[config.mk]
export PLATFORM = sky130hd
export DESIGN_NAME = param_shift_rotate_seq
export DESIGN_NICKNAME = d
export VERILOG_FILES = /design/src/rtl/param_shift_rotate_seq_pkg.sv /design/src/rtl/param_shift_rotate_seq_shift_step_comb.sv /design/src/rtl/param_shift_rotate_seq.sv
export SDC_FILE = /design/constraint.sdc
export NUM_CORES = 1
export LEC_CHECK = 0
export CAP_MARGIN = 20
export CORE_MARGIN = 1
export CORE_UTILIZATION = 45
export CTS_CLUSTER_SIZE = 12
export DETAILED_ROUTE_END_ITERATION = 7
export MAX_ROUTING_LAYER = met4
export PLACE_DENSITY_LB_ADDON = 0.1
export SLEW_MARGIN = 15
export SYNTH_ARGS = -nofsm -noshare
export SYNTH_HDL_FRONTEND = slang
export SYNTH_SLANG_ARGS = --single-unit
[constraint.sdc]
create_clock -name clk -period 4.38 [get_ports clk]
set_input_delay 0.657 -clock clk [delete_from_list [all_inputs] [get_ports clk]]
set_output_delay 0.657 -clock clk [all_outputs]
set_load 0.02 [all_outputs]
[src/rtl/param_shift_rotate_seq_pkg.sv]
// Shared encodings for the shift/rotate register: step modes and burst FSM states.
package param_shift_rotate_seq_pkg;

  typedef enum logic [2:0] {
    MODE_HOLD    = 3'b000,
    MODE_ROR     = 3'b001,
    MODE_ROL     = 3'b010,
    MODE_SHR     = 3'b011,
    MODE_SHL     = 3'b100,
    MODE_RING    = 3'b101,
    MODE_JOHNSON = 3'b110,
    MODE_ASR     = 3'b111
  } mode_e;

  typedef enum logic [1:0] {
    ST_IDLE = 2'd0,
    ST_RUN  = 2'd1,
    ST_DONE = 2'd2
  } state_e;

  // Left-moving modes eject the MSB; every other mode ejects the LSB.
  function automatic logic is_left(input mode_e m);
    return (m == MODE_ROL) || (m == MODE_SHL);
  endfunction

endpackage

[src/rtl/param_shift_rotate_seq_shift_step_comb.sv]
// One combinational step of the shift/rotate register: next value and the bit that leaves q.
module param_shift_rotate_seq_shift_step_comb
  import param_shift_rotate_seq_pkg::*;
#(
  parameter int WIDTH = 8
) (
  input  logic [WIDTH-1:0] i_q,
  input  mode_e            i_mode,
  input  logic             i_ser_in,
  output logic [WIDTH-1:0] o_next_q,
  output logic             o_out_bit
);

  always_comb begin
    o_next_q  = i_q;
    o_out_bit = is_left(i_mode) ? i_q[WIDTH-1] : i_q[0];
    case (i_mode)
      MODE_HOLD:    o_next_q = i_q;
      MODE_ROR:     o_next_q = {i_q[0], i_q[WIDTH-1:1]};
      MODE_ROL:     o_next_q = {i_q[WIDTH-2:0], i_q[WIDTH-1]};
      MODE_SHR:     o_next_q = {i_ser_in, i_q[WIDTH-1:1]};
      MODE_SHL:     o_next_q = {i_q[WIDTH-2:0], i_ser_in};
      // An all-zero ring would never recover, so it seeds a single one.
      MODE_RING:    o_next_q = (i_q == '0) ? WIDTH'(1) : {i_q[0], i_q[WIDTH-1:1]};
      MODE_JOHNSON: o_next_q = {~i_q[0], i_q[WIDTH-1:1]};
      MODE_ASR:     o_next_q = {i_q[WIDTH-1], i_q[WIDTH-1:1]};
      default:      o_next_q = i_q;
    endcase
  end

endmodule

[src/rtl/param_shift_rotate_seq.sv]
// Universal shift/rotate register with single-step operation and a counted burst engine.
module param_shift_rotate_seq
  import param_shift_rotate_seq_pkg::*;
#(
  parameter int WIDTH     = 8,
  parameter int STEP_W    = 4,
  parameter int RESET_VAL = 1
) (
  input  logic              clk,
  input  logic              reset,
  input  logic              i_en,
  input  logic [2:0]        i_mode,
  input  logic              i_load,
  input  logic [WIDTH-1:0]  i_load_data,
  input  logic              i_ser_in,
  input  logic              i_start,
  input  logic [STEP_W-1:0] i_steps,
  output logic [WIDTH-1:0]  o_q,
  output logic              o_ser_out,
  output logic              o_busy,
  output logic              o_done,
  output logic [1:0]        o_state
);

  localparam logic [WIDTH-1:0] RST_Q = WIDTH'(RESET_VAL);

  // Handshake: o_busy is high for every cycle a burst owns the register (steps
  // advance only when i_en is high); o_done pulses once after the last step.
  // A load during a burst aborts it without o_done; both flags are never high together.
  state_e            r_state;
  mode_e             r_mode;
  logic [STEP_W-1:0] r_cnt;
  logic [WIDTH-1:0]  r_q;
  logic              r_ser_out;
  logic              r_busy;
  logic              r_done;

  mode_e             w_mode;
  logic [WIDTH-1:0]  w_next_q;
  logic              w_out_bit;
  logic              w_moves;

  assign w_mode  = (r_state == ST_RUN) ? r_mode : mode_e'(i_mode);
  assign w_moves = (w_mode != MODE_HOLD);

  param_shift_rotate_seq_shift_step_comb #(.WIDTH(WIDTH)) u_shift_step_comb (
    .i_q      (r_q),
    .i_mode   (w_mode),
    .i_ser_in (i_ser_in),
    .o_next_q (w_next_q),
    .o_out_bit(w_out_bit)
  );

  always_ff @(posedge clk or posedge reset) begin
    if (reset) begin
      r_state   <= ST_IDLE;
      r_mode    <= MODE_HOLD;
      r_cnt     <= '0;
      r_q       <= RST_Q;
      r_ser_out <= 1'b0;
      r_busy    <= 1'b0;
      r_done    <= 1'b0;
    end else begin
      case (r_state)
        ST_IDLE: begin
          if (i_load) begin
            r_q <= i_load_data;
          end else if (i_start) begin
            r_mode <= mode_e'(i_mode);
            r_cnt  <= i_steps;
            if (i_steps == '0) begin
              r_state <= ST_DONE;
              r_done  <= 1'b1;
            end else begin
              r_state <= ST_RUN;
              r_busy  <= 1'b1;
            end
          end else if (i_en) begin
            r_q <= w_next_q;
            if (w_moves) r_ser_out <= w_out_bit;
          end
        end
        ST_RUN: begin
          if (i_load) begin
            r_q     <= i_load_data;
            r_state <= ST_IDLE;
            r_busy  <= 1'b0;
          end else if (i_en) begin
            r_q   <= w_next_q;
            r_cnt <= r_cnt - STEP_W'(1);
            if (w_moves) r_ser_out <= w_out_bit;
            if (r_cnt == STEP_W'(1)) begin
              r_state <= ST_DONE;
              r_busy  <= 1'b0;
              r_done  <= 1'b1;
            end
          end
        end
        ST_DONE: begin
          if (i_load) r_q <= i_load_data;
          r_done  <= 1'b0;
          r_state <= ST_IDLE;
        end
        default: begin
          r_state <= ST_IDLE;
          r_busy  <= 1'b0;
          r_done  <= 1'b0;
        end
      endcase
    end
  end

  assign o_q       = r_q;
  assign o_ser_out = r_ser_out;
  assign o_busy    = r_busy;
  assign o_done    = r_done;
  assign o_state   = r_state;

endmodule

== Yosys cells after proc, flatten, opt, wreduce, memory -nomap -nowiden ==
Index checks and enable logic that the tools add are counted.

* Bitwise gates (word level): 3
* Add/subtract/negate cells: 1
* Reductions and logical operators: 15
* Mux-type cells: 42
* Equal/unequal tests: 22

{| class="wikitable"
|+ Operator list
! cell !! count
|-
| one-hot mux 8 bit (8 select lines) || 1
|-
| two-way mux 8 bit || 6
|-
| one-hot mux 8 bit (3 select lines) || 1
|-
| two-way mux 1 bit || 18
|-
| two-way mux 4 bit || 4
|-
| inequality test 2 bit (second input constant) || 8
|-
| equality test 3 bit (second input constant) || 4
|-
| two-way mux 2 bit || 6
|-
| AND reduction 6 bit || 2
|-
| zero test 8 bit || 1
|-
| one-hot mux 4 bit (2 select lines) || 1
|-
| AND reduction 4 bit || 2
|-
| equality test 3 x 2 -> 1 bit (second input constant) || 2
|-
| inequality test 3 bit (second input constant) || 2
|-
| AND reduction 3 bit || 2
|-
| nonzero test 3 bit || 2
|-
| AND reduction 5 bit || 1
|-
| equality test 4 x 1 -> 1 bit (second input constant) || 1
|-
| zero test 4 bit || 1
|-
| one-hot mux 1 bit (2 select lines) || 2
|-
| one-hot mux 2 bit (2 select lines) || 1
|-
| subtractor 4 x 1 -> 4 bit (second input constant) || 1
|-
| equality test 3 x 1 -> 1 bit (second input constant) || 1
|-
| zero test 3 bit || 1
|-
| other kinds (10) || 12
|}

* Output and inout bits: 13
* Register bits: 20
* Bits of input ports: 21

== Logic depth before layout (Yosys ltp) ==
Gate-level depths: netlist of run 1.

* Word-level depth: 10
* Depth in mapped cells: 7
* Mapped depth without buffers: 7

== Hierarchy ==
Synthesis of run 1 repeated with hierarchy kept, for this count alone.

* Cell total of the unflattened synthesis: 158
* Area total of the unflattened synthesis: 1535.2 µm²

{| class="wikitable"
|+ Modules (own cells, without submodules)
! module !! cells an instance !! instances !! area each (µm²)
|-
| param_shift_rotate_seq || 99 || 1 || 1109.8
|-
| param_shift_rotate_seq_shift_step_comb || 59 || 1 || 425.4
|}

== Worst setup path before layout of run 1 ==
Ideal clock, no wire load.

* Kind: input to register
* Start point: input i_mode[1]
* End point: register r_ser_out (netlist: o_ser_out)
* Library setup time: 0.125 ns
* Arrival: 1.999 ns
* Slack: 2.256 ns
* Stages: 5
* Data required time: 4.255 ns
* Path through: buf_2 > xnor2_1 > o32ai_4 > mux2_2 > mux2_2

* Cells in the longest elaborated chain, start to end: 9
* Elaborated cells on any way between the ends: 12
* Classes of those cells: 2 x eq/ne; 8 x mux; 2 x reduce/logical

{| class="wikitable"
|+ Ends and longest elaborated chain
! item !! RTL line !! RTL
|-
| from (decl) || param_shift_rotate_seq.sv:12 || <nowiki>input logic [2:0] i_mode,</nowiki>
|-
| two-way mux 3 bit (*) || param_shift_rotate_seq.sv:43 || <nowiki>assign w_mode = (r_state == ST_RUN) ? r_mode : mode_e'(i_mode);</nowiki>
|-
| equality test 3 x 2 -> 1 bit or equality test 3 bit (tied branches) || param_shift_rotate_seq_pkg.sv:23 || <nowiki>return (m == MODE_ROL) || (m == MODE_SHL);</nowiki>
|-
| logical OR 1 bit || param_shift_rotate_seq_pkg.sv:23 ||
|-
| two-way mux 1 bit || param_shift_rotate_seq_shift_step_comb.sv:16 || <nowiki>o_out_bit = is_left(i_mode) ? i_q[WIDTH-1] : i_q[0];</nowiki>
|-
| two-way mux 1 bit (*) || param_shift_rotate_seq.sv:80, param_shift_rotate_seq.sv:91 ||
|-
| two-way mux 1 bit (*) || param_shift_rotate_seq.sv:88 || <nowiki>end else if (i_en) begin</nowiki>
|-
| two-way mux 1 bit || param_shift_rotate_seq.sv:68 || <nowiki>end else if (i_start) begin</nowiki>
|-
| two-way mux 1 bit || param_shift_rotate_seq.sv:66 || <nowiki>if (i_load) begin</nowiki>
|-
| one-hot mux 1 bit (2 select lines) (*) || param_shift_rotate_seq.sv:64 || <nowiki>case (r_state)</nowiki>
|-
| to (signal assigned) || param_shift_rotate_seq.sv:80 || <nowiki>if (w_moves) r_ser_out <= w_out_bit;</nowiki>
|-
| to (signal assigned) || param_shift_rotate_seq.sv:91 || <nowiki>if (w_moves) r_ser_out <= w_out_bit;</nowiki>
|-
| to (decl) || param_shift_rotate_seq.sv:34 || <nowiki>logic r_ser_out;</nowiki>
|}

Every way passes the cells marked *; elsewhere a longest branch is shown, timed or not. The select of a mux whose other input is x is not followed.
A chain may end at the register's enable or synchronous reset.

== Final worst setup path of run 1 ==
* Start point: register r_state[1] (netlist: o_state[1])
* End point: register r_q[2] (netlist: o_q[2])

* Cells in the longest elaborated chain, start to end: 8
* Elaborated cells on any way between the ends: 22
* Classes of those cells: 11 x eq/ne; 7 x mux; 4 x reduce/logical

{| class="wikitable"
|+ Ends and longest elaborated chain
! item !! RTL line !! RTL
|-
| from (decl) || param_shift_rotate_seq.sv:30 || <nowiki>state_e r_state;</nowiki>
|-
| from (signal assigned) || param_shift_rotate_seq.sv:56 || <nowiki>r_state <= ST_IDLE;</nowiki>
|-
| from (signal assigned) || param_shift_rotate_seq.sv:72 || <nowiki>r_state <= ST_DONE;</nowiki>
|-
| from (signal assigned) || param_shift_rotate_seq.sv:75 || <nowiki>r_state <= ST_RUN;</nowiki>
|-
| equality test 2 x 1 -> 1 bit || param_shift_rotate_seq.sv:43, param_shift_rotate_seq.sv:64 ||
|-
| two-way mux 3 bit || param_shift_rotate_seq.sv:43 ||
|-
| equality test 3 bit, or another cell as far along || param_shift_rotate_seq_shift_step_comb.sv:17 || <nowiki>case (i_mode)</nowiki>
|-
| one-hot mux 8 bit (8 select lines) || param_shift_rotate_seq_shift_step_comb.sv:17 ||
|-
| two-way mux 8 bit || param_shift_rotate_seq.sv:78, param_shift_rotate_seq.sv:88 ||
|-
| two-way mux 8 bit || param_shift_rotate_seq.sv:68 ||
|-
| two-way mux 8 bit || param_shift_rotate_seq.sv:66 ||
|-
| one-hot mux 8 bit (3 select lines) || param_shift_rotate_seq.sv:64 ||
|-
| to (signal assigned) || param_shift_rotate_seq.sv:67 || <nowiki>r_q <= i_load_data;</nowiki>
|-
| to (signal assigned) || param_shift_rotate_seq.sv:79 || <nowiki>r_q <= w_next_q;</nowiki>
|-
| to (signal assigned) || param_shift_rotate_seq.sv:89 || <nowiki>r_q <= w_next_q;</nowiki>
|-
| to (decl) || param_shift_rotate_seq.sv:33 || <nowiki>logic [WIDTH-1:0] r_q;</nowiki>
|}

Parallel ways exist; a longest one is shown, timed or not. The select of a mux whose other input is x is not followed.

==> reports/results.txt, run 1 <==
Slew Limit Fails - 0
number of DRC markers in iteration 0 - 74
Cells after Synth - 164
# hold bufs at CTS - 0
Setup-failing EPs final - 0
vias per std cell - 5.69
drt first pass iters - 4
via count - 1,332
Final Non-Filler Cells - 234
xor and xnor area share after synthesis - 1.16%
post-place instance area - 0.00184 mm^2
initial antenna violation count - 0
boundary pin count - 34
first-pass GRT wire length - 5990 um
Sink Count - 20
Post-synth EDFFs - 0
Simple-Gate Fraction of Synth Area - 18.1%
area of the die - 0.00360 mm^2
yosys warns - 0
CTS Buf Count - 3
Int Pwr - 690 uW
Clock Latency Late Sink - 300 ps
layout cell share with drive strength beyond 1 - 12.6%
syn_nets - 187
Seq. cell area - 502 um^2
post-CTS setup buffer count - 0
Achievable Freq - 376 MHz
minimum clock period - 2660 ps
All-Layer GR Usage - 22.8%
vias in the first global route - 1,321
Mean Syn Cell Area - 9.23 um^2
core area - 0.00313 mm^2
P_sw - 542 uW
Clk pwr share - 8.8%
GP Congestion - 0.807
cell area after synthesis - 0.00151 mm^2
CTS tree - yes
result of the run - completed
TNS Setup - 0 ps
Worst Path Required - 4570 ps
Synth Area in Compound Gates - 24.2%
worst slew pin tran - 954 ps
Yosys cell types - 48
switching share of power - 44.0%
r2r worst-path depth - 5
#FFs+latches synth - 20
num rows - 20
die height - 60 um
RSZ-0062 raised after global routing - false
Async S/R FF share, synth - 100%
Crit Path Max Fanout - 17
PostCTS Resize Cnt - 0
combinational fraction of design power - 57.9%
Pwr per Cell Area - 657 mW/mm^2
VDD IR max - 266 uV
WP data arrival - 2860 ps
Clock transition at path regs - 120 ps
Initial Util - 48.4%
Synth-to-Final Area Change - 23.9%
post-route ant nets - 0
worst min path class - register to register
Final Skew - 3.95 ps
post-route cell area - 0.00188 mm^2
Filler Cells Inserted - 302
Seq pwr share - 33.3%
Final Core Density - 60.0%
Root Driver - clkbuf_4
WS Path Type - register to register
WL/cell - 14.9 um
n_diodes - 0
# DRC - 0
CP startpoint kind - register
combinational family with the most area after synthesis - compound AO/OA/AOI/OAI gates
hold path cells - 1
htree depth - 1
Die Wd - 60 um
GRT overflow - 0
number of instances in the placed design - 230
register area share after synthesis - 33.1%
Synth Area in Adders - 1.65%
post-synthesis mux area share - 15.8%
max-cap check violation count - 0
CTS max path bufs - 2
Slew HR - 36.4%
nets - 214
total chip power - 1230 uW
final hold vios - 0
Pleak - 0.000725 uW
post-detail-place hpwl - 2660 um
Synth Flop Type - dfrtp_1
crit end category - register
largest net degree at the start of global routing - 21
area of the multi-input gates - 922 um^2
I/O Buffers - 33
Total Wirelength - 3490 um
Tcrit/Tclk final - 60.8%
[cell type report]
type	instances	area share [%]
multi-input combinational	125	49.2
sequential	20	26.8
timing repair buffer	33	17.6
tap	44	2.94
clock buffer	4	1.93
inverter	8	1.60
[synth_stat cells, drive strengths merged, types with 3 or more instances]
cell type   n  area share (%)
nor4bb      3             2.0
nor2       14             3.5
dfrtp      19              31
buf         9             3.5
a21oi      20             7.4
mux2       12             8.9
mux2i      10             6.9
a31oi       3             1.2
nand2b      4             1.7
nor3        7             2.3
or3         3             1.2
nand2       9             2.2
inv         8             2.0
o21ai       9             3.7
[cells in the final DEF (no fill, tap or decap), drive strengths merged, types with 3 or more instances in the layout]
cell type,count
mux2i,10
clkdlybuf4s50,33
nand2b,4
nand2,9
nor2,14
nor3,7
dfrtp,19
a31oi,3
inv,8
clkbuf,4
a21oi,20
mux2,12
o21ai,9
nor4bb,3
or3,3
[final timing paths]
check                            from        end  slack (ps)
max reg2reg                o_state[1]     o_q[2]        1720
max in group asynchronous       reset  r_mode[1]        3100
min                            o_busy     o_busy         510
max                        o_state[1]     o_q[2]        1720
min reg2reg                    o_busy     o_busy         510
min in group asynchronous       reset     o_q[3]         790
[per-layer routing]
metal  wire length [um]  vias to the layer above  track usage [%]
met3                 89                        4             3.25
li1                   -                      654                -
met1               1610                      647             28.4
met5                  0                        -                -
met4                 31                        0             6.31
met2               1760                       27             38.6
[cell families after synthesis]
logic type,count (synthesis)
and+or+nand+nor,50
AOI/OAI and AO/OA,49
muxes,22
DFF,20
adders and majority gates,2
xor gates and xnor gates,2
buffers and inverters,19
[per-stage QoR]
step                      setup slack [ps]  hold slack [ps]
after global routing                  1520              537
final                                 1720              509
after CTS                             1730              516
after detailed placement              1590              489
after floorplan                       2260              473
after global placement                1640              473
[power by group through the flow]
stage / registers, uW / logic [uW] / clock network [uW]
final: 410 / 714 / 109
after global routing: 430 / 783 / 120
after CTS: 409 / 719 / 111
after detailed placement: 412 / 715 / 0
after global placement: 407 / 698 / 0
after floorplan: 419 / 494 / 0
[state kept, by name, indices dropped and copies added, names as in the netlist]
| register | count |
|---|---|
| o_q | 8 |
| o_ser_out | 1 |
| o_done | 1 |
| o_state | 2 |
| r_mode | 3 |
| r_cnt | 4 |
| o_busy | 1 |
[worst max-delay path, stage by stage (launching register included)]
cell and delay, ps:
dfrtp_1 660, nand2b_1 640, mux2i_2 540, a21oi_4 100
o21ai_4 250, mux2_2 370
Note: power is estimated with default switching activity, not from simulation.
==> inputs of run 2 (changes only) <==
- clock period: 4.38 -> 2.22 ns (I/O delays scaled with it)
==> reports/results.txt, run 2 (synthesized netlist as in run 1, its figures left out) <==
vias per std cell - 5.45 (-4.3%)
via count - 1,368 (+2.7%)
number of DRC markers in iteration 0 - 82 (+11%)
Clock transition at path regs - 130 ps (about the same)
num rows - 20 (unchanged)
post-route ant nets - 0 (unchanged)
TNS Setup - 0 ps (unchanged)
Total Wirelength - 3510 um (+0.72%)
final worst slack - 229 ps (-1490 ps)
Setup-failing EPs final - 0 (unchanged)
area of the die - 0.00360 mm^2 (unchanged)
PostCTS Resize Cnt - 0 (unchanged)
critical path buffer and inverter count - 0 (unchanged)
Worst path slowest cell - or4b_4
max-cap check violation count - 0 (unchanged)
CP cell instances - or4b_4 -> o31ai_4 -> a21oi_4 -> o21ai_4 -> mux2_2
Initial Util - 48.4% (unchanged)
I/O Buffers - 33 (unchanged)
Top delay family on crit path - simple AND/OR/NAND/NOR gates
minimum clock period - 1990 ps (-671 ps)
initial antenna violation count - 0 (unchanged)
WL/cell - 14.0 um (-6.1%)
largest net degree at the start of global routing - 21 (unchanged)
die height - 60 um (unchanged)
worst min path class - input pin to asynchronous set/reset pin
result of the run - completed
drt first pass iters - 4 (unchanged)
core area - 0.00313 mm^2 (unchanged)
first-pass GRT wire length - 5800 um (-3.1%)
combinational fraction of design power - 60.6% (+2.7 points)
nets - 231 (+7.9%)
CTS tree - yes
vias in the first global route - 1,246 (-5.7%)
GRT overflow - 0 (unchanged)
Pleak - 0.000808 uW (+11%)
Slew Limit Fails - 0 (unchanged)
Pwr per Cell Area - 1260 mW/mm^2 (+92%)
RSZ-0062 raised after global routing - false
Sink Count - 20 (unchanged)
pre-CTS setup slack - 44.8 ps (-1550 ps)
Final Skew - 10.3 ps (+6.37 ps)
Worst Path Required - 2430 ps (-2140 ps)
Crit Path Max Fanout - 8 (-9)
WP data arrival - 2200 ps (-660 ps)
total chip power - 2530 uW (+110%)
layout cell share with drive strength beyond 1 - 19.8% (+7.2 points)
VDD IR max - 666 uV (+150%)
commonest non-fill, non-tap cell in the layout - clkdlybuf4s50_1
# hold bufs at CTS - 0 (unchanged)
All-Layer GR Usage - 22.6% (-0.24 points)
Die Wd - 60 um (unchanged)
P_sw - 1080 uW (+99%)
final hold vios - 0 (unchanged)
switching share of power - 42.7% (-1.3 points)
Achievable Freq - 502 MHz (+34%)
Seq pwr share - 30.5% (-2.8 points)
post-detail-place hpwl - 2750 um (+3.4%)
Clock Latency Late Sink - 320 ps (+20 ps)
CP startpoint kind - register
htree depth - 1 (unchanged)
# DRC - 0 (unchanged)
Tcrit/Tclk final - 89.7% (+29 points)
worst slew pin tran - 583 ps (-371 ps)
CTS Buf Count - 3 (unchanged)
max FFs per register - 8 (unchanged)
Worst Hold Slack - 324 ps (-185 ps)
Clk pwr share - 8.8% (about the same)
Int Pwr - 1450 uW (+110%)
crit end category - register
Synth-to-Final Area Change - 32.3%
Slew HR - 60.1% (+24 points)
post-CTS setup buffer count - 0 (unchanged)
max incr delay on CP - 580 ps (-80 ps)
boundary pin count - 34 (unchanged)
CTS max path bufs - 2 (unchanged)
WS Path Type - register to register
Root Driver - clkbuf_4
n_diodes - 0 (unchanged)
most frequent cells in the layout - 33 x clkdlybuf4s50_1, 19 x a21oi_1, 19 x dfrtp_1
GP Congestion - 0.848 (+5.0%)
[run 2: cell types whose count changed in the layout (fill, tap and decap cells not counted), sizes merged]
cell / change
buf: +17
[run 2: final timing paths]
check	from	end	slack [ps]	cells past startpoint
max	r_mode[2]	o_q[2]	230	5
min	reset	r_cnt[1]	320	3
max reg2reg	r_mode[2]	o_q[2]	230	5
min reg2reg	o_busy	o_busy	510	1
max in group asynchronous	reset	o_q[0]	1610	3
min in group clk	o_busy	o_busy	510	1
[run 2: area by class of cell]
type	count	area [um^2]
fill	278	1120
multi-input combinational	125	922
sequential	20	502
timing repair buffer	50	458
tap	44	55.1
clock buffer	4	36.3
inverter	8	30.0
[run 2: power groups by stage]
stage / Clock [uW] / Sequential [uW] / Combinational (uW)
floorplan: 0 / 827 / 974
global placement: 0 / 767 / 1520
detailed placement: 0 / 782 / 1540
CTS: 229 / 773 / 1540
global route: 245 / 807 / 1690
finish: 224 / 772 / 1530
[run 2: worst reg2reg max path: cells and delay by family (launching register included)]
kind | cells | cell delay, ps
AND/OR/NAND/NOR | 1 | 580
flip-flops | 1 | 490
AO/OA/AOI/OAI | 3 | 450
multiplexers | 1 | 360
[run 2: per-layer routing]
metal	up-vias	track usage, %	wire, um
met5	-	-	0
met4	0	4.98	26
li1	691	-	-
met2	43	38.3	1710
met3	4	3.46	150
met1	630	28.4	1620
[run 2: stage by stage]
step           instances  util [%]  instance area, um^2
2_1_floorplan        164         -                 1510
3_3_place_gp         247      62.9                 1970
3_5_place_dp         247      62.9                 1970
4_1_cts              251      64.0                 2000
5_1_grt              251      64.0                 2000
6_report             251      64.0                 2000
==> patch 1, RTL diff (flow settings as in run 1) <==
The parameter `STEP_W` goes from 4 to 6.
--- a/src/rtl/param_shift_rotate_seq.sv
+++ b/src/rtl/param_shift_rotate_seq.sv
@@ -3,7 +3,7 @@
   import param_shift_rotate_seq_pkg::*;
 #(
   parameter int WIDTH     = 8,
-  parameter int STEP_W    = 4,
+  parameter int STEP_W    = 6,
   parameter int RESET_VAL = 1
 ) (
   input  logic              clk,
Interface: changed (resized i_steps); port bits go from 34 to 36. No check against the original RTL was run, so the function may have changed too.
==> patch 1 against run 1 <==
Clock skew hardly changed. Wire length grew 9.0%. Final cell count up 12%. Critical path type unchanged. Setup slack better by 0.062 ns. Design area grew 6.8%. Area after synthesis grew 6.0%. Die area grew 5.8%. Non-clock buffer count is 3 higher. Global-route usage is 0.14 points lower. Sequential cell count is 2 higher. Synthesized cell count increased by 13%.
Power is not compared: it rests on default switching activity, and its combinational part moved more than twofold at a synthesized area within 25%.
==> patch 1: results <==
{
  "holdWs_ns": 0.514,
  "synth_area_leaders": "dfrtp_1 33%, a21oi_1 7.2%, mux2i_1 5.6%, nor2_1 4.9%, mux2_1 4.2%",
  "vias": 1479,
  "grt_pass1_vias": 1346,
  "rr_endpoint": "o_q[6]",
  "wl_met1_mm": 1.77,
  "cts_setup_buffers": 0,
  "async_flop_share_pct": 100,
  "worst_pin_slew_ns": 0.966,
  "grt_antenna_before_repair": 0,
  "met3_usage_pct": 3.31,
  "yosys.cell_types.count": 43,
  "critPathTopFamily": "multiplexers",
  "critical_path_arrival_ns": 2.81,
  "syn_nets": 211,
  "globalRouteTotalUtil_pct": 22.7,
  "grt_start_max_net_pins": 23,
  "dp_cells": 257,
  "pre_cts_slack_ns": 1.64,
  "status": "finished, final reports clean",
  "ys_warn_count": 0,
  "drt-total-wl_mm": 3.80,
  "placement.io_buffers": 35,
  "ir_drop_mv": 0.221,
  "viasPerCell": 5.65,
  "whs_endpoint": "o_done",
  "placed_cell_area_um2": 1960,
  "fmax_ghz": 0.385,
  "skew_ns": 0.00383,
  "ys_seq_area_share_pct": 34.4,
  "root_buffer": "clkbuf_4",
  "swShare_pct": 38.7,
  "nets": 242,
  "syn-instance-count": 186,
  "cts-buffers-inserted": 3,
  "wl_met3_um": 179,
  "cp-end-kind": "flip-flop",
  "r2r_cells": 5,
  "cpPeakStageDelay_ns": 0.70,
  "grt_pass1_wl_mm": 6.18,
  "dr_wl_met2_mm": 1.80,
  "grtUsageMet1_pct": 31.8,
  "first_iter_violations": 102,
  "gp_congestion": 0.851,
  "r2r_setup_slack_ns": 1.78,
  "synth_edf_count": 0,
  "drive_gt1_share_pct": 7.87,
  "pg_comb_mw": 0.328,
  "hold_start": "o_done",
  "worstPathMaxFanout": 18,
  "cts.clk_slew.worst_paths_ns": 0.13,
  "cpMaxStageDelayCell": "dfrtp_1",
  "netlist_top_cells_count": "23 x a21oi_1, 21 x dfrtp_1, 21 x nor2_1",
  "hold_depth": 2,
  "hpwl_mm": 2.82,
  "hold_path_class": "flip-flop to flip-flop",
  "met2_usage_pct": 33.5
}
[patch 1: changes by cell type after synthesis, moves of 4 or more]
cell / delta
a21oi_1: +4
mux2_1: +4
nor2_1: +7
nand3_1: +7
mux2_2: -5
[patch 1: layout make-up]
cell class,count,area [um^2]
Clock buffer,4,36.3
Tap cell,46,57.6
Inverter,8,30.0
Timing Repair Buffer,36,358
Sequential cell,22,552
Multi-Input combinational cell,146,970
Fill cell,342,1360
[patch 1: cell families (layout without fill, tap and decap cells)]
| family | count (synthesis) | in the layout | synth area share, % |
|---|---|---|---|
| XOR/XNOR | 2 | 2 | 1.09 |
| multiplexers | 21 | 21 | 14.3 |
| flip-flops | 22 | 22 | 34.4 |
| AO/OA/AOI/OAI | 54 | 54 | 22.8 |
| buffers and inverters | 18 | 48 | 5.15 |
| adder cells (fa/ha/maj) | 2 | 2 | 1.56 |
| AND/OR/NAND/NOR | 67 | 67 | 20.8 |
==> patch 2, RTL diff (flow settings as in run 1) <==
Without the edit above. Register the input `i_load_data` before use. The logic sees it one clock later. The other inputs are not delayed to match.
--- a/src/rtl/param_shift_rotate_seq.sv
+++ b/src/rtl/param_shift_rotate_seq.sv
@@ -23,6 +23,12 @@
 );
 
   localparam logic [WIDTH-1:0] RST_Q = WIDTH'(RESET_VAL);
+
+  logic [WIDTH-1:0] i_load_data_q;
+
+  always_ff @(posedge clk) begin
+    i_load_data_q <= i_load_data;
+  end
 
   // Handshake: o_busy is high for every cycle a burst owns the register (steps
   // advance only when i_en is high); o_done pulses once after the last step.
@@ -64,7 +70,7 @@
       case (r_state)
         ST_IDLE: begin
           if (i_load) begin
-            r_q <= i_load_data;
+            r_q <= i_load_data_q;
           end else if (i_start) begin
             r_mode <= mode_e'(i_mode);
             r_cnt  <= i_steps;
@@ -82,7 +88,7 @@
         end
         ST_RUN: begin
           if (i_load) begin
-            r_q     <= i_load_data;
+            r_q     <= i_load_data_q;
             r_state <= ST_IDLE;
             r_busy  <= 1'b0;
           end else if (i_en) begin
@@ -97,7 +103,7 @@
           end
         end
         ST_DONE: begin
-          if (i_load) r_q <= i_load_data;
+          if (i_load) r_q <= i_load_data_q;
           r_done  <= 1'b0;
           r_state <= ST_IDLE;
         end
Check against the original RTL: not equivalent (Yosys sat finds a counterexample within 4 cycles, from zero or initial values and one cycle with reset high).
==> patch 2 against run 1 <==
Sequential cell count increased by 8. Area after synthesis increased by 11%. Worst hold slack got worse by 0.011 ns. Setup slack got worse by 0.011 ns. Maximum frequency decreased by 0.40%. Die area increased by 10%. Global-route usage decreased by 1.1 points. Sequential share of layout area increased by 4.9 points. Total power increased by 11%. Critical path depth increased by 1. Wire length increased by 11%. Design area increased by 11%. Critical endpoint is now o_q[7].
==> patch 2: results <==
{
  "status": "finished, final reports clean",
  "nets": 224,
  "hold_start": "o_ser_out",
  "pwr-share-comb_pct": 49.7,
  "sh_seq_area_pct": 31.7,
  "bufAreaShareNonClock_pct": 16.2,
  "gp_congestion": 0.887,
  "pre_cts_slack_ns": 1.64,
  "r2r_cells": 6,
  "clock_latency_ns": 0.28,
  "endpoint": "o_q[7]",
  "dp_cells": 242,
  "ys_seq_area_share_pct": 39.5,
  "async_flop_share_pct": 71.4,
  "design_area_um2": 2090,
  "core_area_um2": 3440,
  "yosys.area_share.xor_xnor_pct": 1.05,
  "ir_drop_mv": 0.302,
  "placed_cell_area_um2": 2020,
  "total_power_mw": 1.37,
  "clock_area_share_pct": 3.41,
  "hold_depth": 2,
  "skew_ns": 0.00818,
  "synth_area_per_cell_um2": 9.79,
  "worst_pin_slew_ns": 0.838
}
-- patch 2: changes by cell type after synthesis, sizes merged, moves of 3 or more --
cell    change
a21oi       -5
nand2       -3
nand3       +3
dfxtp       +8
o211ai      +3
buf         -3
or3         -3
-- patch 2: layer usage --
metal	wire (um)	track usage, %
met5	0	-
met4	58	6.69
met3	159	3.47
met2	1860	34.4
met1	1810	28.1
-- patch 2: worst max-delay path: stages (launching register included) --
cell and delay [ns]:
dfrtp_1 0.67, nor2b_1 0.51, buf_4 0.28, o21ai_2 0.11
a221o_1 0.40, a221oi_2 0.28, mux2_4 0.32
-- patch 2: cells by family (layout without fill, tap and decap cells) --
kind of cell / after synthesis / after routing
DFF: 28 / 28
muxes: 18 / 18
buffers and inverters: 19 / 48
adders and majority gates: 2 / 2
and+or+nand+nor: 53 / 53
AOI/OAI and AO/OA: 49 / 49
xor gates and xnor gates: 2 / 2
